--- src/rtl/movegen_move_stack.sv ---
// movegen_move_stack: move-word LIFO with one-cycle truncate, sticky flags, optional hwm (MOVE_STACK_HWM_EN)
module movegen_move_stack #(
  parameter int WIDTH = 10,
  parameter int DEPTH = 64,
  localparam int CW = $clog2(DEPTH + 1)
) (
  input  logic             clk,
  input  logic             rst_n,
  input  logic             clear,
  input  logic             push,
  input  logic [WIDTH-1:0] in_data,
  input  logic             pop,
  input  logic             trunc,
  input  logic [CW-1:0]    trunc_level,
  output logic [WIDTH-1:0] top_data,
  output logic [CW-1:0]    count,
  output logic             empty,
  output logic             full,
  output logic             overflow,
  output logic             underflow,
  output logic [CW-1:0]    hwm
);
  localparam int AW = $clog2(DEPTH);
  localparam logic [CW-1:0] ONE = CW'(1);
  logic [WIDTH-1:0] mem [DEPTH];
  logic [CW-1:0] count_nx;
  logic [AW-1:0] wr_idx, top_idx;
  logic ops, we, ovf_set, unf_set;
  assign empty = count == '0;
  assign full = count == CW'(DEPTH);
  assign top_idx = AW'(count - ONE);
  assign top_data = empty ? '0 : mem[top_idx];
  assign ops = !clear && !trunc;
  assign we = ops && push && (pop || !full);
  assign wr_idx = AW'((pop && !empty) ? count - ONE : count);
  assign ovf_set = ops && push && !pop && full;
  assign unf_set = ops && pop && !push && empty;
  always_comb begin
    count_nx = clear ? '0 :
               trunc ? ((trunc_level < count) ? trunc_level : count) :
               (push && (pop ? empty : !full)) ? count + ONE :
               (pop && !push && !empty) ? count - ONE : count;
  end
  always_ff @(posedge clk) begin
    if (we && rst_n) mem[wr_idx] <= in_data;
  end
  always_ff @(posedge clk or negedge rst_n) begin
    if (!rst_n) begin
      count <= '0;
      overflow <= 1'b0;
      underflow <= 1'b0;
    end else begin
      count <= count_nx;
      overflow <= !clear && (overflow || ovf_set);
      underflow <= !clear && (underflow || unf_set);
    end
  end
`ifdef MOVE_STACK_HWM_EN
  always_ff @(posedge clk or negedge rst_n) begin
    if (!rst_n) hwm <= '0;
    else hwm <= clear ? '0 : ((count_nx > hwm) ? count_nx : hwm);
  end
`else
  assign hwm = '0;
`endif
endmodule

--- config.mk ---
export PLATFORM = sky130hd
export DESIGN_NAME = movegen_move_stack
export DESIGN_NICKNAME = d
export VERILOG_FILES = /design/src/rtl/movegen_move_stack.sv
export SDC_FILE = /design/constraint.sdc
export NUM_CORES = 1
export LEC_CHECK = 0
export CORE_MARGIN = 3
export CORE_UTILIZATION = 35
export DETAILED_ROUTE_END_ITERATION = 10
export PLACE_DENSITY_LB_ADDON = 0.12
export SYNTH_ARGS = -nofsm -noshare
export SYNTH_HDL_FRONTEND = slang
export SYNTH_SLANG_ARGS = --single-unit
--- constraint.sdc ---
create_clock -name clk -period 3.5 [get_ports clk]
set_clock_uncertainty 0.1 [all_clocks]
set_input_delay 0.35 -clock clk [delete_from_list [all_inputs] [get_ports clk]]
set_output_delay 0.35 -clock clk [all_outputs]
set_load 0.005 [all_outputs]
### Word level (Yosys, flattened, before mapping)

Memory sizes are Yosys's and may differ from the RTL's.
Cells that the tools add are included.

* register bits: 9
* logic and storage cells: 46
* output and inout port bits: 28
* input port bits: 23
* memories kept: 1
* RAM bits: 640

* equal/unequal tests: 2
* reduce and logical (&&, ||, !) cells: 27
* mux-type cells: 10
* add/subtract/negate cells: 2
* magnitude comparators: 1

Memories
* mem: words 64, bits a word 10, rd ports 1, clocked after Yosys merged registers in 0, wr ports 1, line 25 `logic [WIDTH-1:0] mem [DEPTH];`

Operators with widths (number)
* 7-bit two-way mux: 5
* 1-bit logical AND: 15
* 10-bit two-way mux: 1
* 7-bit by 1-bit adder with 7-bit output, second input constant: 1
* 7-bit == test, second input constant: 1
* 7-bit logical NOT: 1
* 7-bit less-than comparator: 1
* 7-bit by 1-bit subtractor with 7-bit output, second input constant: 1
* 1-bit logical NOT: 6
* 6-bit two-way mux: 1
* 4-bit nonzero test: 1
* 1-bit logical OR: 3
* 1-bit two-way mux: 3
* 3-bit by 2-bit != test with 1-bit output, second input constant: 1
* 2-bit AND reduction: 1

### Logic depth before layout (Yosys ltp)

Gate-level depths: netlist of the first run.

* word-level depth: 7
* depth in mapped cells: 14
* gate-level depth less buffers: 8

### Worst setup path before layout of the first run

Ideal clock, no wire load.

* path type: reg-to-reg
* from: register count[0]
* to: memory mem[41][0], enable pin
* data arrival time: 2.828 ns
* setup slack: 0.195 ns
* required time: 3.024 ns
* period minus slack after synthesis: 3.305 ns
* stages on the path, launching flop included: 13
* cells stage by stage: dfrtp_1 buf_2 buf_6 buf_6 inv_2 ha_1 or3b_1 or2_1 buf_2 a31o_4 nor2_4 nand2_2 nor2_1

* word-level cells in the longest chain between the ends: 7
* elaborated cells on any way between the ends: 12

Ends and longest elaborated chain
* start, declared: line 16 `output logic [CW-1:0] count,`
* start signal, assigned: line 53 `count <= count_nx;`
* 7-bit == test: line 30 `assign full = count == CW'(DEPTH);`
* 1-bit logical NOT: line 34 `assign we = ops && push && (pop || !full);`
* 1-bit logical OR: line 34
* 1-bit logical AND: line 34
* 1-bit logical AND: line 45 `if (we && rst_n) mem[wr_idx] <= in_data;`
* 1-bit two-way mux: line 45
* 1-bit two-way mux (not written as such): line 45
* end, declared: line 25

Parallel ways exist; a longest one is shown, timed or not.

### Worst setup path after layout of the first run

* from: register count[0]
* to: output port top_data[3]

* word-level cells in the longest chain between the ends: 3
* elaborated cells on any way between the ends: 4

Ends and longest elaborated chain
* 7-bit by 1-bit subtractor with 7-bit output
* memory 64 x 10 bit
* 10-bit two-way mux *: line 32 `assign top_data = empty ? '0 : mem[top_idx];`
* end, declared: line 15 `output logic [WIDTH-1:0] top_data,`

Every way passes the cells marked *; elsewhere a longest branch is shown, timed or not.

==> results.sh, run 1 <==
export IMPL_status="finished, violations left"
export IMPL_violations="negative setup slack"
export IMPL_switching_share_pct=29.8
export IMPL_holdWs_ns=0.167
export IMPL_area_growth_pct=27.9
export IMPL_maxClockFrequency_mhz=265
export IMPL_worst_pin_slew_ns=1.09
export IMPL_combPwrFrac_pct=32.5
export IMPL_cts_buffer_depth=3
export IMPL_min_path_type="in2reg"
export IMPL_p_seq_share_pct=36.6
export IMPL_dieArea_sq_um=77700
export IMPL_wl_microns=71900
export IMPL_ys_seq_elements=649
export IMPL_power_density_nw_per_um2=705
export IMPL_grt_start_max_net_pins=65
export IMPL_timing_setup_tns_ns=-1.88
export IMPL_final_cell_mix="640 x edfxtp_1, 198 x buf_4, 160 x mux4_2"
export IMPL_async_flop_share_pct=1.39
export IMPL_first_iter_violations=1092
export IMPL_drv_slew=0
export IMPL_irDropWorstVdd_mv=0.458
export IMPL_grt_usage_pct=18.7
export IMPL_grt_pass1_wl_microns=104000
export IMPL_crit_chain="buf_12 > buf_12 > buf_12 > buf_16 > buf_6 > mux4_2 > mux4_2 > o22ai_4 > nor2_4 > buf_2"
export IMPL_fp_dieW_microns=279
export IMPL_overflow=0
export IMPL_final_area_sq_um=33300
export IMPL_ys_warn_count=0
export IMPL_cts_tree="done"
export IMPL_cts_buffers=72
export IMPL_multiInputGateArea_sq_um=6850
export IMPL_antenna_found_initial=1
export IMPL_clk_pin_slew_ns=0.06
export IMPL_core_area_sq_um=73300
export IMPL_htreeDepth=3
export IMPL_synth_edf_count=640
export IMPL_crit_family="multiplexers"
export IMPL_cp_common_cell="buf_12"
export IMPL_drv_cap=0
export IMPL_clock_sinks=649
export IMPL_final_antenna_net_count=0
export IMPL_slew_headroom_pct=27.1
export IMPL_period_needed_ns=3.77
export IMPL_hpwl_microns=44300
export IMPL_cpPeakStageDelay_ns=0.58
export IMPL_vias_per_cell=5.21
export IMPL_grt_pass1_vias=14600
export IMPL_synth_cell_types=61
export IMPL_rows=99
export IMPL_ys_seq_area_share_pct=74.7
export IMPL_rsz0062_at_grt="true"
export IMPL_final_layout_size_suffix_gt1_share_pct=41.4
export IMPL_synth_avg_cell_area_sq_um=20.2
export IMPL_drc=0
export IMPL_worstSkewPairLatency_ns=0.61
export IMPL_initial_core_util_pct=35.5
export IMPL_cts_root_buf="clkbuf_16"
export IMPL_fin_crit_sh_pct=108
export IMPL_synth_cells=1291
export IMPL_final_hold_violation_count=0
export IMPL_p_int_mw=16.5
export IMPL_first_pass_iters=6
export IMPL_io_buffer_count=43
export IMPL_end_kind="output pin"
export IMPL_synthesis_area_sq_um=26000
export IMPL_globalplace_congestion=0.845
export IMPL_leakage_nw=11.0
export IMPL_seqCellArea_sq_um=19400
export IMPL_cp_num_buf_inv=6
export IMPL_setup_viol=10
export IMPL_chipHeight_microns=279
export IMPL_post_drt_wl_per_cell_microns=27.2
export IMPL_synth_ff_type="edfxtp_1"
export IMPL_pwr_share_clk_pct=30.9
export IMPL_fillCellCount=6336
export IMPL_p_switching_mw=7.00
export IMPL_critPathLaunchType="register"
export IMPL_num_vias=13800
export IMPL_cp_data_arrival_time_ns=3.32
export IMPL_cp_max_fo=6
export IMPL_critPathRequiredTime_ns=3.05
export IMPL_crit_slowest_cell="mux4_2"
export IMPL_utilization_pct=45.4
export IMPL_nets=1659
export IMPL_setup_ws_ns=-0.269
export IMPL_layout_commonest_cell="edfxtp_1"
export IMPL_io_pins=51
export IMPL_dp_cells=2433
export IMPL_placed_area_sq_um=29100
export IMPL_worstSetupPathType="reg2out"
export IMPL_final_cells=2645
[synthesized netlist by cell type (2+ instances only)]
cell type | n | area share [%]
a211oi_1 | 10 | 0.29
a21o_1 | 2 | 0.058
a21oi_1 | 26 | 0.50
a2bb2oi_2 | 2 | 0.12
a311oi_1 | 2 | 0.067
a31oi_1 | 13 | 0.31
and2_1 | 2 | 0.048
buf_1 | 2 | 0.029
buf_2 | 24 | 0.46
buf_4 | 15 | 0.43
buf_6 | 9 | 0.39
clkbuf_1 | 20 | 0.29
dfrtp_1 | 9 | 0.87
edfxtp_1 | 640 | 74
ha_1 | 9 | 0.43
inv_1 | 10 | 0.14
mux2i_1 | 46 | 1.8
mux4_2 | 160 | 14
nand2_1 | 79 | 1.1
nand2_2 | 12 | 0.29
nand2b_1 | 5 | 0.12
nand3_1 | 3 | 0.058
nand3_2 | 2 | 0.077
nand4_1 | 2 | 0.048
nor2_1 | 92 | 1.3
nor2_4 | 2 | 0.086
nor3_1 | 3 | 0.058
nor3_4 | 2 | 0.12
nor3b_1 | 2 | 0.058
o21a_1 | 2 | 0.058
o21ai_0 | 2 | 0.038
o22ai_1 | 31 | 0.74
o22ai_2 | 2 | 0.096
o311ai_1 | 3 | 0.10
o32ai_2 | 3 | 0.19
or4_1 | 10 | 0.29
xnor2_1 | 9 | 0.30
[logic make-up (layout without fill, tap and decap cells)]
family          Yosys count  count (layout)  share of synthesized area [%]
flops                   649             649                           74.7
simple gates            225             227                           4.01
mux                     206             206                           15.6
compound gates          110             110                           3.09
buf+inv                  81             466                           1.76
xor+xnor                 10              10                          0.409
fa+ha+maj                 9               9                          0.433
other cells               1               9                         0.0144
[final cells by class]
cell class	instances	area share, %
Sequential cell	649	58.4
Multi-Input combinational cell	569	20.6
Timing Repair Buffer	324	10.4
Clock buffer	83	5.54
Tap cell	959	3.60
Clock inverter	48	1.32
Inverter	11	0.132
Antenna cell	2	0.0150
[per-layer routing]
metal / vias up / GRT usage (%) / share of wire, %
li1: 5990 / - / -
met1: 7360 / 24.4 / 42
met2: 340 / 31.6 / 50
met3: 89 / 4.86 / 6.0
met4: 0 / 4.27 / 2.0
met5: - / 0 / 0
[sequential cells by signal, summed over array words and instances (netlist names)]
| register | cells |
|---|---|
| mem | 640 |
| overflow | 1 |
| underflow | 1 |
| count | 7 |
[timing repair]
action,4_1_cts,5_1_grt
setup endpoints to repair,10,21
endpoints found under the hold margin,9,0
hold buffers,1,0
pin swaps,47,24
buffers inserted,57,7
cloned,15,3
resized for setup,199,35
[power by group through the flow]
stage / combinational (mW) / clock [mW] / sequential [mW]
2_1_floorplan: 2.87 / 0 / 8.76
3_3_place_gp: 5.72 / 0 / 8.76
3_5_place_dp: 5.69 / 0 / 8.76
4_1_cts: 7.33 / 7.43 / 8.59
5_1_grt: 7.97 / 7.76 / 8.59
6_report: 7.63 / 7.25 / 8.60
[stage by stage]
| stage | setup slack (ns) | total power [mW] |
|---|---|---|
| after floorplan | 0.195 | 11.6 |
| after CTS | -0.310 | 23.4 |
| after global routing | -0.323 | 24.3 |
| after detailed placement | -0.283 | 14.4 |
| after global placement | -0.306 | 14.5 |
| final | -0.269 | 23.5 |
[final timing paths]
kind / start / slack [ns] / cells past startpoint / to
min in group asynchronous: rst_n / 0.53 / 3 / count[0]
max in group asynchronous: rst_n / 2.61 / 3 / count[0]
hold / removal: in_data[8] / 0.17 / 1 / mem[8][8]
setup reg to reg: count[0] / 0.17 / 13 / mem[23][2]
hold reg to reg: underflow / 0.41 / 2 / underflow
setup / recovery: count[0] / -0.27 / 10 / top_data[3]
(Power assumes the default switching activity.)
==> run 2: changes to the inputs <==
--- a/config.mk
+++ b/config.mk
@@ -8,6 +8,7 @@
 export CORE_MARGIN = 3
 export CORE_UTILIZATION = 35
 export DETAILED_ROUTE_END_ITERATION = 10
+export GPL_ROUTABILITY_DRIVEN = 1
 export PLACE_DENSITY_LB_ADDON = 0.12
 export SYNTH_ARGS = -nofsm -noshare
 export SYNTH_HDL_FRONTEND = slang
==> results of run 2 <==
The final DEF is identical to that of run 1; final timing and power are the same.
